==> config.mk <==
export PLATFORM = sky130hd
export DESIGN_NAME = mem_lsu
export DESIGN_NICKNAME = d
export VERILOG_FILES = /design/src/rtl/mem_lsu_pkg.sv /design/src/rtl/mem_lsu_load_ext.sv /design/src/rtl/mem_lsu.sv
export SDC_FILE = /design/constraint.sdc
export NUM_CORES = 1
export LEC_CHECK = 0
export CAP_MARGIN = 10
export CORE_MARGIN = 2
export CORE_UTILIZATION = 46
export DETAILED_ROUTE_END_ITERATION = 8
export GPL_ROUTABILITY_DRIVEN = 0
export HOLD_SLACK_MARGIN = 0.15
export PLACE_DENSITY = 0.86
export SLEW_MARGIN = 20
export SYNTH_ARGS = -nofsm -noshare
export SYNTH_HDL_FRONTEND = slang
export SYNTH_SLANG_ARGS = --single-unit
==> constraint.sdc <==
create_clock -name clk -period 8.5 [get_ports clk]
set_clock_uncertainty 0.1 [all_clocks]
set_input_delay 2.55 -clock clk [delete_from_list [all_inputs] [get_ports clk]]
set_output_delay 2.55 -clock clk [all_outputs]
set_load 0.01 [all_outputs]
==> src/rtl/mem_lsu_pkg.sv <==
// mem_lsu_pkg: shared bus widths, memory opcodes, FSM states and opcode helpers
package mem_lsu_pkg;
  localparam int REG_W = 32;
  localparam int REG_ADDR_W = 5;
  localparam logic [3:0] EXE_NOP_MEM = 4'h0;
  localparam logic [3:0] EXE_LB_OP = 4'h1;
  localparam logic [3:0] EXE_LH_OP = 4'h2;
  localparam logic [3:0] EXE_LW_OP = 4'h3;
  localparam logic [3:0] EXE_LBU_OP = 4'h4;
  localparam logic [3:0] EXE_LHU_OP = 4'h5;
  localparam logic [3:0] EXE_SB_OP = 4'h6;
  localparam logic [3:0] EXE_SH_OP = 4'h7;
  localparam logic [3:0] EXE_SW_OP = 4'h8;
  typedef enum logic [1:0] {IDLE, ACCESS, DONE} state_t;
  function automatic logic is_store(input logic [3:0] op);
    return op == EXE_SB_OP || op == EXE_SH_OP || op == EXE_SW_OP;
  endfunction
  function automatic logic [1:0] last_idx(input logic [3:0] op);
    return (op == EXE_LW_OP || op == EXE_SW_OP) ? 2'd3 :
           (op == EXE_LH_OP || op == EXE_LHU_OP || op == EXE_SH_OP) ? 2'd1 : 2'd0;
  endfunction
endpackage

==> src/rtl/mem_lsu_load_ext.sv <==
// mem_lsu_load_ext: sign/zero-extends assembled load bytes (op, data) to a register word
module mem_lsu_load_ext
  import mem_lsu_pkg::*;
(
  input  logic [3:0]       op,
  input  logic [REG_W-1:0] data,
  output logic [REG_W-1:0] ext
);
  assign ext = op == EXE_LB_OP  ? {{24{data[7]}}, data[7:0]} :
               op == EXE_LH_OP  ? {{16{data[15]}}, data[15:0]} :
               op == EXE_LBU_OP ? {24'b0, data[7:0]} :
               op == EXE_LHU_OP ? {16'b0, data[15:0]} : data;
endmodule

==> src/rtl/mem_lsu.sv <==
// mem_lsu: MEM stage; NOP pass-through, byte-serial req/ack loads/stores on an 8-bit RAM port with pipeline stall
module mem_lsu
  import mem_lsu_pkg::*;
#(
  parameter int ADDR_W = 32
) (
  input  logic                  clk,
  input  logic                  rst,
  input  logic [REG_ADDR_W-1:0] wd_i,
  input  logic                  wreg_i,
  input  logic [REG_W-1:0]      wdata_i,
  input  logic [3:0]            mem_op_i,
  input  logic [REG_W-1:0]      store_data_i,
  input  logic [7:0]            mem_din_i,
  input  logic                  mem_ack_i,
  output logic                  mem_req_o,
  output logic                  mem_wr_o,
  output logic [ADDR_W-1:0]     mem_a_o,
  output logic [7:0]            mem_dout_o,
  output logic [REG_ADDR_W-1:0] wd_o,
  output logic                  wreg_o,
  output logic [REG_W-1:0]      wdata_o,
  output logic                  stallreq_o
);
  state_t state;
  logic [ADDR_W-1:0] addr;
  logic [REG_W-1:0] sdata, ld_buf, ext;
  logic [3:0] op;
  logic [1:0] idx, last;
  logic acc, nop_pass, ld_done;
  always_ff @(posedge clk) begin
    if (rst) begin
      state <= IDLE;
      idx <= '0;
      last <= '0;
      ld_buf <= '0;
      addr <= '0;
      sdata <= '0;
      op <= EXE_NOP_MEM;
    end else begin
      case (state)
        IDLE: if (mem_op_i != EXE_NOP_MEM) begin
          addr <= ADDR_W'(wdata_i);
          sdata <= store_data_i;
          op <= mem_op_i;
          last <= last_idx(mem_op_i);
          idx <= '0;
          ld_buf <= '0;
          state <= ACCESS;
        end
        ACCESS: if (mem_ack_i) begin
          if (!is_store(op)) ld_buf[{idx, 3'b000} +: 8] <= mem_din_i;
          if (idx == last) state <= DONE;
          else idx <= idx + 2'd1;
        end
        DONE: state <= IDLE;
        default: state <= IDLE;
      endcase
    end
  end
  mem_lsu_load_ext u_ext (.op(op), .data(ld_buf), .ext(ext));
  assign acc = !rst && state == ACCESS;
  assign nop_pass = !rst && state == IDLE && mem_op_i == EXE_NOP_MEM;
  assign ld_done = !rst && state == DONE && !is_store(op);
  assign mem_req_o = acc;
  assign mem_wr_o = acc && is_store(op);
  assign mem_a_o = acc ? addr + ADDR_W'(idx) : '0;
  assign mem_dout_o = acc ? sdata[{idx, 3'b000} +: 8] : '0;
  assign wd_o = rst ? '0 : wd_i;
  assign wreg_o = (nop_pass || ld_done) && wreg_i;
  assign wdata_o = nop_pass ? wdata_i : ld_done ? ext : '0;
  assign stallreq_o = !rst && (state == ACCESS || (state == IDLE && mem_op_i != EXE_NOP_MEM));
endmodule

==> impl_metrics.csv <==
group,metric,value,unit
setup_path,crit_path_end_kind,"output port",
setup_path,cpLargestDelayFamily,"buffers and inverters",
logic_synthesis,synthCells,785,
setup_path,cp_data_arrival_time,5.13,ns
global_route,initial_antenna_violation_count,0,
logic_synthesis,largest_family_of_logic_cells_by_synthesized_area,"simple AND/OR/NAND/NOR gates",
logic_synthesis,synth-main-ff-cell,"sky130_fd_sc_hd__dfxtp_1",
logic_synthesis,number_of_enable_flip_flop_cells_after_synthesis,0,
floorplan,initial_core_util,0.472,
global_route,globalRouteOverflowTotal,0,
cts,postCtsHoldBufs,0,
sta,fin_tns_setup,0,ns
logic_synthesis,ys_warn_count,0,
floorplan,core-area,0.0127,mm²
cts,ctsRootBufferMaster,"sky130_fd_sc_hd__clkbuf_16",
detailed_routing,ant_nets,0,
layout,mostFrequentLayoutCells,"sky130_fd_sc_hd__nand2_1, sky130_fd_sc_hd__clkdlybuf4s50_1, sky130_fd_sc_hd__a21oi_1, sky130_fd_sc_hd__dfxtp_1, sky130_fd_sc_hd__o21ai_0",
logic_synthesis,synth_simple_gate_area_frac,0.294,
status,status,"complete, no violations",
cts,number_of_cts_inserted_buffers,9,
power_and_ir_drop,power.density,159,mW/mm²
floorplan,boundaryPins,166,
logic_synthesis,synth_xor_xnor_area_share,0.0190,
setup_path,critical_path_class,"in -> out",
detailed_routing,wl_per_cell,17.1,µm
setup_path,worst-path-max-fanout,33,
setup_path,worstPathCellList,"clkdlybuf4s50_1, or4_1, nor4_4, buf_4, nand2_1, o31ai_1, clkdlybuf4s50_1",
sta,rsz0062_at_grt,"no",
floorplan,row_count,41,
layout,postLayoutCoreUtil,0.631,
logic_synthesis,synth_compound_area_frac,0.223,
sta,timing.slew.headroom,0.330,
layout,final_common_cell,"sky130_fd_sc_hd__nand2_1",
cts,path_clk_slew,0.07,ns
logic_synthesis,syn_area,0.00598,mm²
logic_synthesis,synth.mux.area_fraction,0.0437,
sta,worst-slew-pin-transition,1.00,ns
floorplan,die_w,118,µm
detailed_routing,detailroute.wirelength.met2,8.83,mm
sta,fmax,129,MHz
layout,antenna_cells_inserted,0,
layout,layout-area-overhead-vs-synth,33.7,%
power_and_ir_drop,cellLeakagePower,2.61,nW
setup_path,timing.critical_path.buf_inv,3,
setup_path,timing.critical_path.from_type,"primary input",
logic_synthesis,synth_fa_ha_area_frac,0.0159,
power_and_ir_drop,peakVddDrop,105,µV
global_route,global_route_wire_length_before_repair,29.2,mm
placement,port_buffers,165,
setup_path,cp_data_required_time,5.85,ns
job,cap_violations,0,
layout,nets,1006,
cts,cts_max_path_bufs,2,
logic_synthesis,yosysSeqAreaShare,0.355,
logic_synthesis,ys_async_sr_fraction,0,
setup_path,critPathMaxStageDelay,0.68,ns
logic_synthesis,yosysUniqueCellTypes,60,
floorplan,dieArea,0.0139,mm²
cts,cts_post_setup_buffers_inserted,0,
detailed_routing,remaining_routing_drc_violations,0,
logic_synthesis,synthesis.area_per_instance,7.62,µm²
sta,post-route-min-period,7.78,ns
detailed_routing,initialDrtViolationCount,730,
sta,final_hold_viol_count,0,
layout,drive_above_1_share,0.0588,
detailed_routing,wl_met3,1.21,mm
detailed_routing,dr.pass1.iters,6,
cts,cts_tree,"done",
floorplan,die_span_y,118,µm
detailed_routing,vias_per_cell,5.88,
detailed_routing,wirelength,18.6,mm
detailed_routing,met1_length,8.12,mm
logic_synthesis,synth-seq-cells,106,
logic_synthesis,syn-num-nets,877,
sta,slew_violations,0,
global_route,grt_start_max_net_pins,70,
setup_path,cp_common_cell,"sky130_fd_sc_hd__clkdlybuf4s50_1",
sta,fin_crit_sh,0.915,
detailed_routing,vias,6410,
cts,numClockSinks,106,
detailed_routing,highest-signal-layer,"met4",
sta,setup_viol,0,
global_route,grt_use_total,0.257,
cts,clock_latency,0.34,ns
cts,h-tree-depth,3,
cts,cts_repair_resize_count,0,
worst_hold_path,path_category_of_the_worst_min_delay_check,"reg -> reg",
placement,hpwl,13.6,mm
global_route,grt_pass1_vias,5569,
setup_path,critPathSlowestCell,"sky130_fd_sc_hd__or4_1",
worst min-delay path, delay by kind of cell (launching register included):
family | cells | cell delay [ns]
AOI/OAI and AO/OA | 1 | 0.05
and+or+nand+nor | 1 | 0.05
DFF | 1 | 0.31
kinds of logic (layout without fill, tap and decap cells):
kind of cell	after synthesis	count (layout)
fa+ha+maj	7	7
flops	106	106
simple gates	339	339
compound gates	239	239
buf+inv	65	199
mux	16	16
xor+xnor	13	13
final cells by class:
| cell class | instances | area (µm²) |
|---|---|---|
| well taps | 172 | 215 |
| flip-flops and latches | 106 | 2120 |
| repair buffers | 175 | 1720 |
| clock inverters | 5 | 62.6 |
| fillers | 1075 | 4680 |
| clock buffers | 11 | 233 |
| inverters | 8 | 30.0 |
| multi-input cells | 614 | 3600 |
worst paths after layout:
kind / end / start / cells past startpoint / slack [ns]
worst min register to register: sdata[17] / sdata[17] / 2 / 0.35
worst min-delay path: sdata[17] / sdata[17] / 2 / 0.35
worst max-delay path: wdata_o[15] / mem_op_i[0] / 7 / 0.72
worst max register to register: sdata[21] / state[0] / 5 / 5.82
through the flow:
step | instance area, µm² | hold WS (ns) | worst slack, ns | cells | total power [W]
6_report | 7990 | 0.354 | 0.721 | 1091 | 0.00127
5_1_grt | 7990 | 0.375 | 0.561 | 1091 | 0.00132
4_1_cts | 7980 | 0.355 | 0.731 | 1091 | 0.00126
3_5_place_dp | 7680 | 0.345 | 0.730 | 1075 | 0.000857
3_3_place_gp | 7680 | 0.339 | 0.841 | 1075 | 0.000852
2_1_floorplan | 5980 | 0.333 | 1.95 | 785 | 0.000739
state kept, by name, summed over array words and instances, names as in the netlist:
name    count
addr       32
ld_buf     32
sdata      32
op          4
idx         2
last        2
state       2
per-layer routing:
metal	vias up	track usage
li1	3076	-
met2	255	0.420
met3	38	0.0426
met4	0	0.0851
met5	-	0
met1	3041	0.345
power breakdown:
group          total (W)  switching [W]  leakage, nW  internal, W
sequential      0.000574      0.0000413        0.869     0.000533
combinational   0.000278       0.000156         1.60     0.000122
clock           0.000417       0.000186        0.136     0.000230
total            0.00127       0.000383         2.61     0.000885
synth_stat cells (all sizes together), types with 10 or more instances:
| master | number | area (µm²) |
|---|---|---|
| dfxtp | 106 | 2120 |
| nand2b | 10 | 62.6 |
| nand2 | 178 | 671 |
| and2 | 10 | 62.6 |
| clkbuf | 40 | 161 |
| nor2 | 28 | 105 |
| nand3 | 14 | 87.6 |
| o21ai | 67 | 335 |
| buf | 17 | 98.8 |
| or3 | 12 | 76.3 |
| a21oi | 138 | 691 |
| nand4b | 32 | 280 |
Note: power is estimated with default switching activity, not from simulation.
